===== config.mk =====
export PLATFORM = sky130hd
export DESIGN_NAME = seq_divider
export DESIGN_NICKNAME = d
export VERILOG_FILES = /design/src/rtl/div_pkg.sv /design/src/rtl/sub_cla.sv /design/src/rtl/seq_divider.sv
export SDC_FILE = /design/constraint.sdc
export NUM_CORES = 1
export LEC_CHECK = 0
export ABC_AREA = 1
export BUFFER_PORTS_ARGS = -buffer_cell sky130_fd_sc_hd__buf_2
export CAP_MARGIN = 20
export CORE_MARGIN = 8
export CORE_UTILIZATION = 44
export CTS_CLUSTER_DIAMETER = 150
export CTS_CLUSTER_SIZE = 28
export DETAILED_ROUTE_END_ITERATION = 7
export HOLD_SLACK_MARGIN = 0.08
export PLACE_DENSITY = 0.73
export SLEW_MARGIN = 15
export SYNTH_ARGS = -nofsm -noshare
export SYNTH_HDL_FRONTEND = slang
export SYNTH_SLANG_ARGS = --single-unit
export TNS_END_PERCENT = 10

===== constraint.sdc =====
create_clock -name clk -period 1.6 [get_ports clk]
set_clock_uncertainty 0.1 [all_clocks]
set_input_delay 0.08 -clock clk [delete_from_list [all_inputs] [get_ports clk]]
set_output_delay 0.08 -clock clk [all_outputs]
set_load 0.03 [all_outputs]

===== src/rtl/div_pkg.sv =====
// Shared FSM states, divide-by-zero quotient constant and counter sizing
// for the sequential restoring divider.
package div_pkg;

  typedef enum logic [1:0] {
    IDLE = 2'd0,
    CALC = 2'd1,
    DONE = 2'd2
  } state_t;

  // Sliced down to the operand width at the point of use.
  localparam logic [63:0] DZ_QUOT = '1;

  function automatic int cnt_width(input int width);
    return (width <= 2) ? 1 : $clog2(width);
  endfunction

endpackage


===== src/rtl/sub_cla.sv =====
// Combinational N-bit subtractor a - b, built as a parallel-prefix
// lookahead adder on a + ~b + 1; borrow is the inverted carry-out.
module sub_cla #(
  parameter int N = 9
) (
  input  logic [N-1:0] i_a,
  input  logic [N-1:0] i_b,
  output logic [N-1:0] o_diff,
  output logic         o_borrow
);

  logic [N-1:0] w_g;
  logic [N-1:0] w_p;
  logic [N-1:0] w_gc;
  logic [N-1:0] w_pc;
  logic [N-1:0] w_gn;
  logic [N-1:0] w_pn;

  genvar gi;
  generate
    for (gi = 0; gi < N; gi++) begin : g_gp
      assign w_g[gi] = i_a[gi] & ~i_b[gi];
      assign w_p[gi] = i_a[gi] ^ ~i_b[gi];
    end
  endgenerate

  // Kogge-Stone prefix; the constant carry-in of 1 is folded into bit 0.
  always_comb begin
    w_gc    = w_g;
    w_pc    = w_p;
    w_gc[0] = w_g[0] | w_p[0];
    w_gn    = w_gc;
    w_pn    = w_pc;
    for (int d = 1; d < N; d = d * 2) begin
      w_gn = w_gc;
      w_pn = w_pc;
      for (int i = d; i < N; i++) begin
        w_gn[i] = w_gc[i] | (w_pc[i] & w_gc[i-d]);
        w_pn[i] = w_pc[i] & w_pc[i-d];
      end
      w_gc = w_gn;
      w_pc = w_pn;
    end
  end

  assign o_diff   = {w_p[N-1:1] ^ w_gc[N-2:0], ~w_p[0]};
  assign o_borrow = ~w_gc[N-1];

endmodule


===== src/rtl/seq_divider.sv =====
// Multi-cycle restoring divider, one quotient bit per cycle, valid/ready on
// both sides. Define SEQ_DIV_SIGNED_EN for two's complement operands.
module seq_divider #(
  parameter int WIDTH = 8
) (
  input  logic             clk,
  input  logic             rst_n,
  input  logic             in_valid,
  output logic             in_ready,
  input  logic [WIDTH-1:0] dividend,
  input  logic [WIDTH-1:0] divisor,
  output logic             out_valid,
  input  logic             out_ready,
  output logic [WIDTH-1:0] quotient,
  output logic [WIDTH-1:0] remainder,
  output logic             div_by_zero
);
  import div_pkg::*;

  localparam int             CW       = cnt_width(WIDTH);
  localparam logic [CW-1:0]  CNT_LAST = CW'(WIDTH - 1);

  state_t           r_state;
  state_t           w_state_next;
  logic [WIDTH:0]   r_prem;
  logic [WIDTH-1:0] r_q;
  logic [WIDTH-1:0] r_div;
  logic [CW-1:0]    r_cnt;
  logic             r_dz;

  logic [WIDTH:0]   w_shift;
  logic [WIDTH:0]   w_sub_a;
  logic [WIDTH:0]   w_sub_b;
  logic [WIDTH:0]   w_sub_diff;
  logic             w_borrow;
  logic [WIDTH:0]   w_prem_next;
  logic [WIDTH-1:0] w_q_next;
  logic [WIDTH-1:0] w_q_fin;
  logic [WIDTH-1:0] w_rem_fin;
  logic [WIDTH-1:0] w_dvd_mag;
  logic [WIDTH-1:0] w_dvs_mag;
  logic             w_unused_prem_msb;

  sub_cla #(.N(WIDTH + 1)) u_sub (
    .i_a      (w_sub_a),
    .i_b      (w_sub_b),
    .o_diff   (w_sub_diff),
    .o_borrow (w_borrow)
  );

  assign w_shift     = {r_prem[WIDTH-1:0], r_q[WIDTH-1]};
  assign w_prem_next = w_borrow ? w_shift : w_sub_diff;
  assign w_q_next    = {r_q[WIDTH-2:0], ~w_borrow};
  // The partial remainder never reaches the divisor, so its top bit is always 0.
  assign w_unused_prem_msb = r_prem[WIDTH];

`ifdef SEQ_DIV_SIGNED_EN
  logic r_sa;
  logic r_sb;

  // The subtractor is idle in IDLE, so it forms the dividend magnitude there.
  always_comb begin
    if (r_state == IDLE) begin
      w_sub_a = '0;
      w_sub_b = {1'b0, dividend};
    end else begin
      w_sub_a = w_shift;
      w_sub_b = {1'b0, r_div};
    end
  end

  assign w_dvd_mag = dividend[WIDTH-1] ? w_sub_diff[WIDTH-1:0] : dividend;
  assign w_dvs_mag = divisor[WIDTH-1] ? ((~divisor) + WIDTH'(1)) : divisor;
  assign w_q_fin   = (r_sa ^ r_sb) ? ((~w_q_next) + WIDTH'(1)) : w_q_next;
  assign w_rem_fin = r_sa ? ((~w_prem_next[WIDTH-1:0]) + WIDTH'(1))
                          : w_prem_next[WIDTH-1:0];

  always_ff @(posedge clk or negedge rst_n) begin
    if (!rst_n) begin
      r_sa <= 1'b0;
      r_sb <= 1'b0;
    end else if (r_state == IDLE && in_valid) begin
      r_sa <= dividend[WIDTH-1];
      r_sb <= divisor[WIDTH-1];
    end
  end
`else
  assign w_sub_a   = w_shift;
  assign w_sub_b   = {1'b0, r_div};
  assign w_dvd_mag = dividend;
  assign w_dvs_mag = divisor;
  assign w_q_fin   = w_q_next;
  assign w_rem_fin = w_prem_next[WIDTH-1:0];
`endif

  always_ff @(posedge clk or negedge rst_n) begin
    if (!rst_n) r_state <= IDLE;
    else        r_state <= w_state_next;
  end

  always_comb begin
    w_state_next = r_state;
    case (r_state)
      IDLE:    if (in_valid) w_state_next = (divisor == '0) ? DONE : CALC;
      CALC:    if (r_cnt == '0) w_state_next = DONE;
      DONE:    if (out_ready) w_state_next = IDLE;
      default: w_state_next = IDLE;
    endcase
  end

  always_comb begin
    in_ready  = (r_state == IDLE);
    out_valid = (r_state == DONE);
  end

  always_ff @(posedge clk or negedge rst_n) begin
    if (!rst_n) begin
      r_prem <= '0;
      r_q    <= '0;
      r_div  <= '0;
      r_cnt  <= '0;
      r_dz   <= 1'b0;
    end else begin
      case (r_state)
        IDLE: begin
          if (in_valid) begin
            if (divisor == '0) begin
              r_q    <= DZ_QUOT[WIDTH-1:0];
              r_prem <= {1'b0, dividend};
              r_dz   <= 1'b1;
            end else begin
              r_prem <= '0;
              r_q    <= w_dvd_mag;
              r_div  <= w_dvs_mag;
              r_cnt  <= CNT_LAST;
              r_dz   <= 1'b0;
            end
          end
        end
        CALC: begin
          if (r_cnt == '0) begin
            r_q    <= w_q_fin;
            r_prem <= {1'b0, w_rem_fin};
          end else begin
            r_q    <= w_q_next;
            r_prem <= w_prem_next;
            r_cnt  <= r_cnt - CW'(1);
          end
        end
        default: ;
      endcase
    end
  end

  assign quotient    = r_q;
  assign remainder   = r_prem[WIDTH-1:0];
  assign div_by_zero = r_dz;

endmodule


==> results.tsv <==
stage	metric	value	unit
run_status	outcome	finished with violations	
run_status	violations	negative setup slack	
detailed_routing	via_per_inst	5.029	
finish	num_antenna_cells	0	
clock_tree	path_clk_slew	0.07	ns
finish	area_growth	46.05	%
global_route	grt_pass1_wl	9570	µm
detailed_routing	firstDrtPassIters	5	
logic_synthesis	avgSynthCellArea	7.371	µm²
setup_path	r2r_slack	-0.16	ns
timing	max_freq	566.9	MHz
logic_synthesis	synth_area	2027	µm²
setup_path	critPathBufInv	2	
setup_path	cp_top_family	simple AND/OR/NAND/NOR gates	
placed_design	post-place-ws	-0.1884	ns
clock_tree	cts.sinks	30	
setup_path	slowest_delay	0.42	ns
setup_path	required	1.68	ns
clock_tree	clockRootBuffer	clkbuf_8	
logic_synthesis	synth-main-ff-cell	dfrtp_1	
clock_tree	htree_levels	2	
logic_synthesis	post_synth_inst_count	275	
global_route	grt_antenna_before_repair	0	
timing	fin_crit_sh	110.3	%
logic_synthesis	synth-warning-count	0	
die	core_area	4384	µm²
clock_tree	cts_tree	yes	
clock_tree	cts_buffers	5	
global_route	grt_start_max_net_pins	31	
timing	setup-tns-final	-1.185	ns
global_route	globalRoute.totalOverflow	0	
logic_synthesis	synth_edf_count	0	
setup_path	critPathArrivalTime	1.85	ns
finish	fin_cells	419	
logic_synthesis	yosys-top-cells-count	nand2_1, inv_1, dfrtp_1	
logic_synthesis	yosysTopAreaCell	dfrtp_1	
global_route	first_global_vias	2130	
placed_design	dp_cells	388	
setup_path	crit_top_cell	nand2_1	
timing	slew_violations	0	
finish	layout-drive-gt1-share	35.69	%
timing	final-hold-violation-count	0	
timing	maxSlewHeadroom	52.18	%
timing	finalSetupViolCount	9	
die	die_x	83.87	µm
setup_path	worst_setup_path_end_kind	register	
timing	period_needed	1.764	ns
placed_design	portBuffers	38	
logic_synthesis	yosys_register_bits	30	
detailed_routing	num_vias	2107	
global_route	track_usage	16.39	%
detailed_routing	drc_errors	0	
logic_synthesis	synth.area.top_cells	dfrtp_1, nand2_1, inv_1	
logic_synthesis	yosysSeqAreaShare	37.04	%
clock_tree	insertion_delay	0.29	ns
die	pin_count	39	
logic_synthesis	ys_async_sr_fraction	100.0	%
logic_synthesis	synth.distinct_cells	36	
detailed_routing	routedWlPerCell	13.56	µm
logic_synthesis	yosysTopAreaCellShare	37.04	%
die	initial_core_util	46.23	%
setup_path	crit_path_cell_trace	ha_4 -> inv_2 -> nor3_4 -> nand3_2 -> nand3_4 -> nor2_4 -> nand2_1 -> nand3_1 -> nand2_1 -> inv_1	
run	cap_viol_max_count	0	
hold_path	hp-class	primary input to async pin	
setup_path	crit_fanout	5	
logic_synthesis	syn-num-nets	306	
detailed_routing	dr.first_iter.drc_count	157	
detailed_routing	drtAntennaViolNets	0	
clock_tree	cts_buffer_depth	2	
die	die_area	7034	µm²
detailed_routing	routed_wl	5682	µm
setup_path	cpMaxStageDelayCell	dfrtp_2	
logic_synthesis	synth.most_common_cell	nand2_1	
die	fp-row-count	24	
setup_path	cp-start-kind	register	
die	dieHeight	83.87	µm
placed_design	post-dp-hpwl	4056	µm
timing	setup_ws	-0.1641	ns
placed_design	gp_congestion	0.9037	
setup_path	worstSetupPathType	register to register	
timing	grt_setup_unrepaired	yes	
timing	worstMarginPinSlew	0.7173	ns
finish	fin_nets	397	
[routing by layer]
metal	share of wire [%]	GRT usage, %	vias up
met1	44	18.89	960
met2	48	27.23	74
met5	0	0	-
li1	-	-	1058
met4	2.2	7.221	0
met3	6.3	4.883	15
[final timing paths]
check / start / end / cells past startpoint
min: rst_n / r_div[6] / 2
min in group clk: divisor[4] / r_state[1] / 6
max reg2reg: r_prem[6] / r_prem[6] / 10
max: r_prem[6] / r_prem[6] / 10
max in group asynchronous: rst_n / r_prem[6] / 2
min reg2reg: div_by_zero / div_by_zero / 2
[worst reg2reg max path, delay by kind of cell (launching register included)]
| kind | cells | cell delay, ns |
|---|---|---|
| adder cells (fa/ha/maj) | 1 | 0.29 |
| buffers and inverters | 2 | 0.08 |
| flip-flops | 1 | 0.42 |
| AND/OR/NAND/NOR | 7 | 0.76 |
[through the flow]
stage               hold WS [ns]  util (%)  area (µm²)
detailed placement       0.07697     58.96        2585
global placement         0.06703     58.96        2585
floorplan                -0.3156         -        2135
finish                    0.2692     67.52        2960
CTS                       0.2829     66.47        2914
global route              0.3277     67.52        2960
[what timing repair did]
| action | CTS | global route |
|---|---|---|
| endpoints found under the hold margin | 48 | 0 |
| endpoints found under the setup margin | 9 | 26 |
| resized for setup | 10 | 12 |
| setup buffers | 0 | 3 |
| pin swaps | 6 | 4 |
| hold buffers | 19 | 0 |
| gates cloned | 1 | 0 |
[registers in the layout, indices dropped and copies added, names as in the netlist]
| signal | cells |
|---|---|
| quotient | 8 |
| r_state | 2 |
| r_div | 8 |
| r_prem | 8 |
| div_by_zero | 1 |
| r_cnt | 3 |
[kinds of logic (layout without fill, tap and decap cells)]
group	count (synthesis)	in the layout	synth area share, %
xor+xnor	4	4	1.729
buf+inv	54	145	11.05
simple gates	141	142	33.02
compound gates	34	34	9.445
flops	30	30	37.04
mux	1	1	0.5555
fa+ha+maj	11	11	7.161
[cell type report]
class | instances | area [µm²]
well taps | 52 | 65.06
fillers | 360 | 1424
flip-flops and latches | 30 | 758.2
clock inverters | 2 | 12.51
clock buffers | 6 | 82.58
multi-input cells | 192 | 1214
inverters | 47 | 183.9
repair buffers | 90 | 644.4
[cell usage in the layout, fill, tap and decap left out, drive strengths merged]
| master | netlist | final |
|---|---|---|
| nor3 | 8 | 8 |
| o21ai | 22 | 22 |
| clkinv | 0 | 1 |
| nand3b | 2 | 2 |
| o31ai | 1 | 1 |
| nand2 | 70 | 70 |
| a21oi | 6 | 6 |
| nand4 | 4 | 4 |
| clkinvlp | 0 | 1 |
| nand3 | 27 | 28 |
| dlygate4sd3 | 0 | 19 |
| ha | 10 | 10 |
| nor2 | 26 | 26 |
| clkbuf | 1 | 6 |
| buf | 6 | 71 |
| inv | 47 | 47 |
| dfrtp | 30 | 30 |
| or2 | 4 | 4 |
| mux2 | 1 | 1 |
| o22ai | 2 | 2 |
| xnor2 | 1 | 1 |
| fa | 1 | 1 |
| o32ai | 1 | 1 |
| xor2 | 3 | 3 |
| a22oi | 2 | 2 |
Power is left out: the tool's default activity adds up to more than one toggle a clock period on the data nets, which glitch-free logic cannot reach.
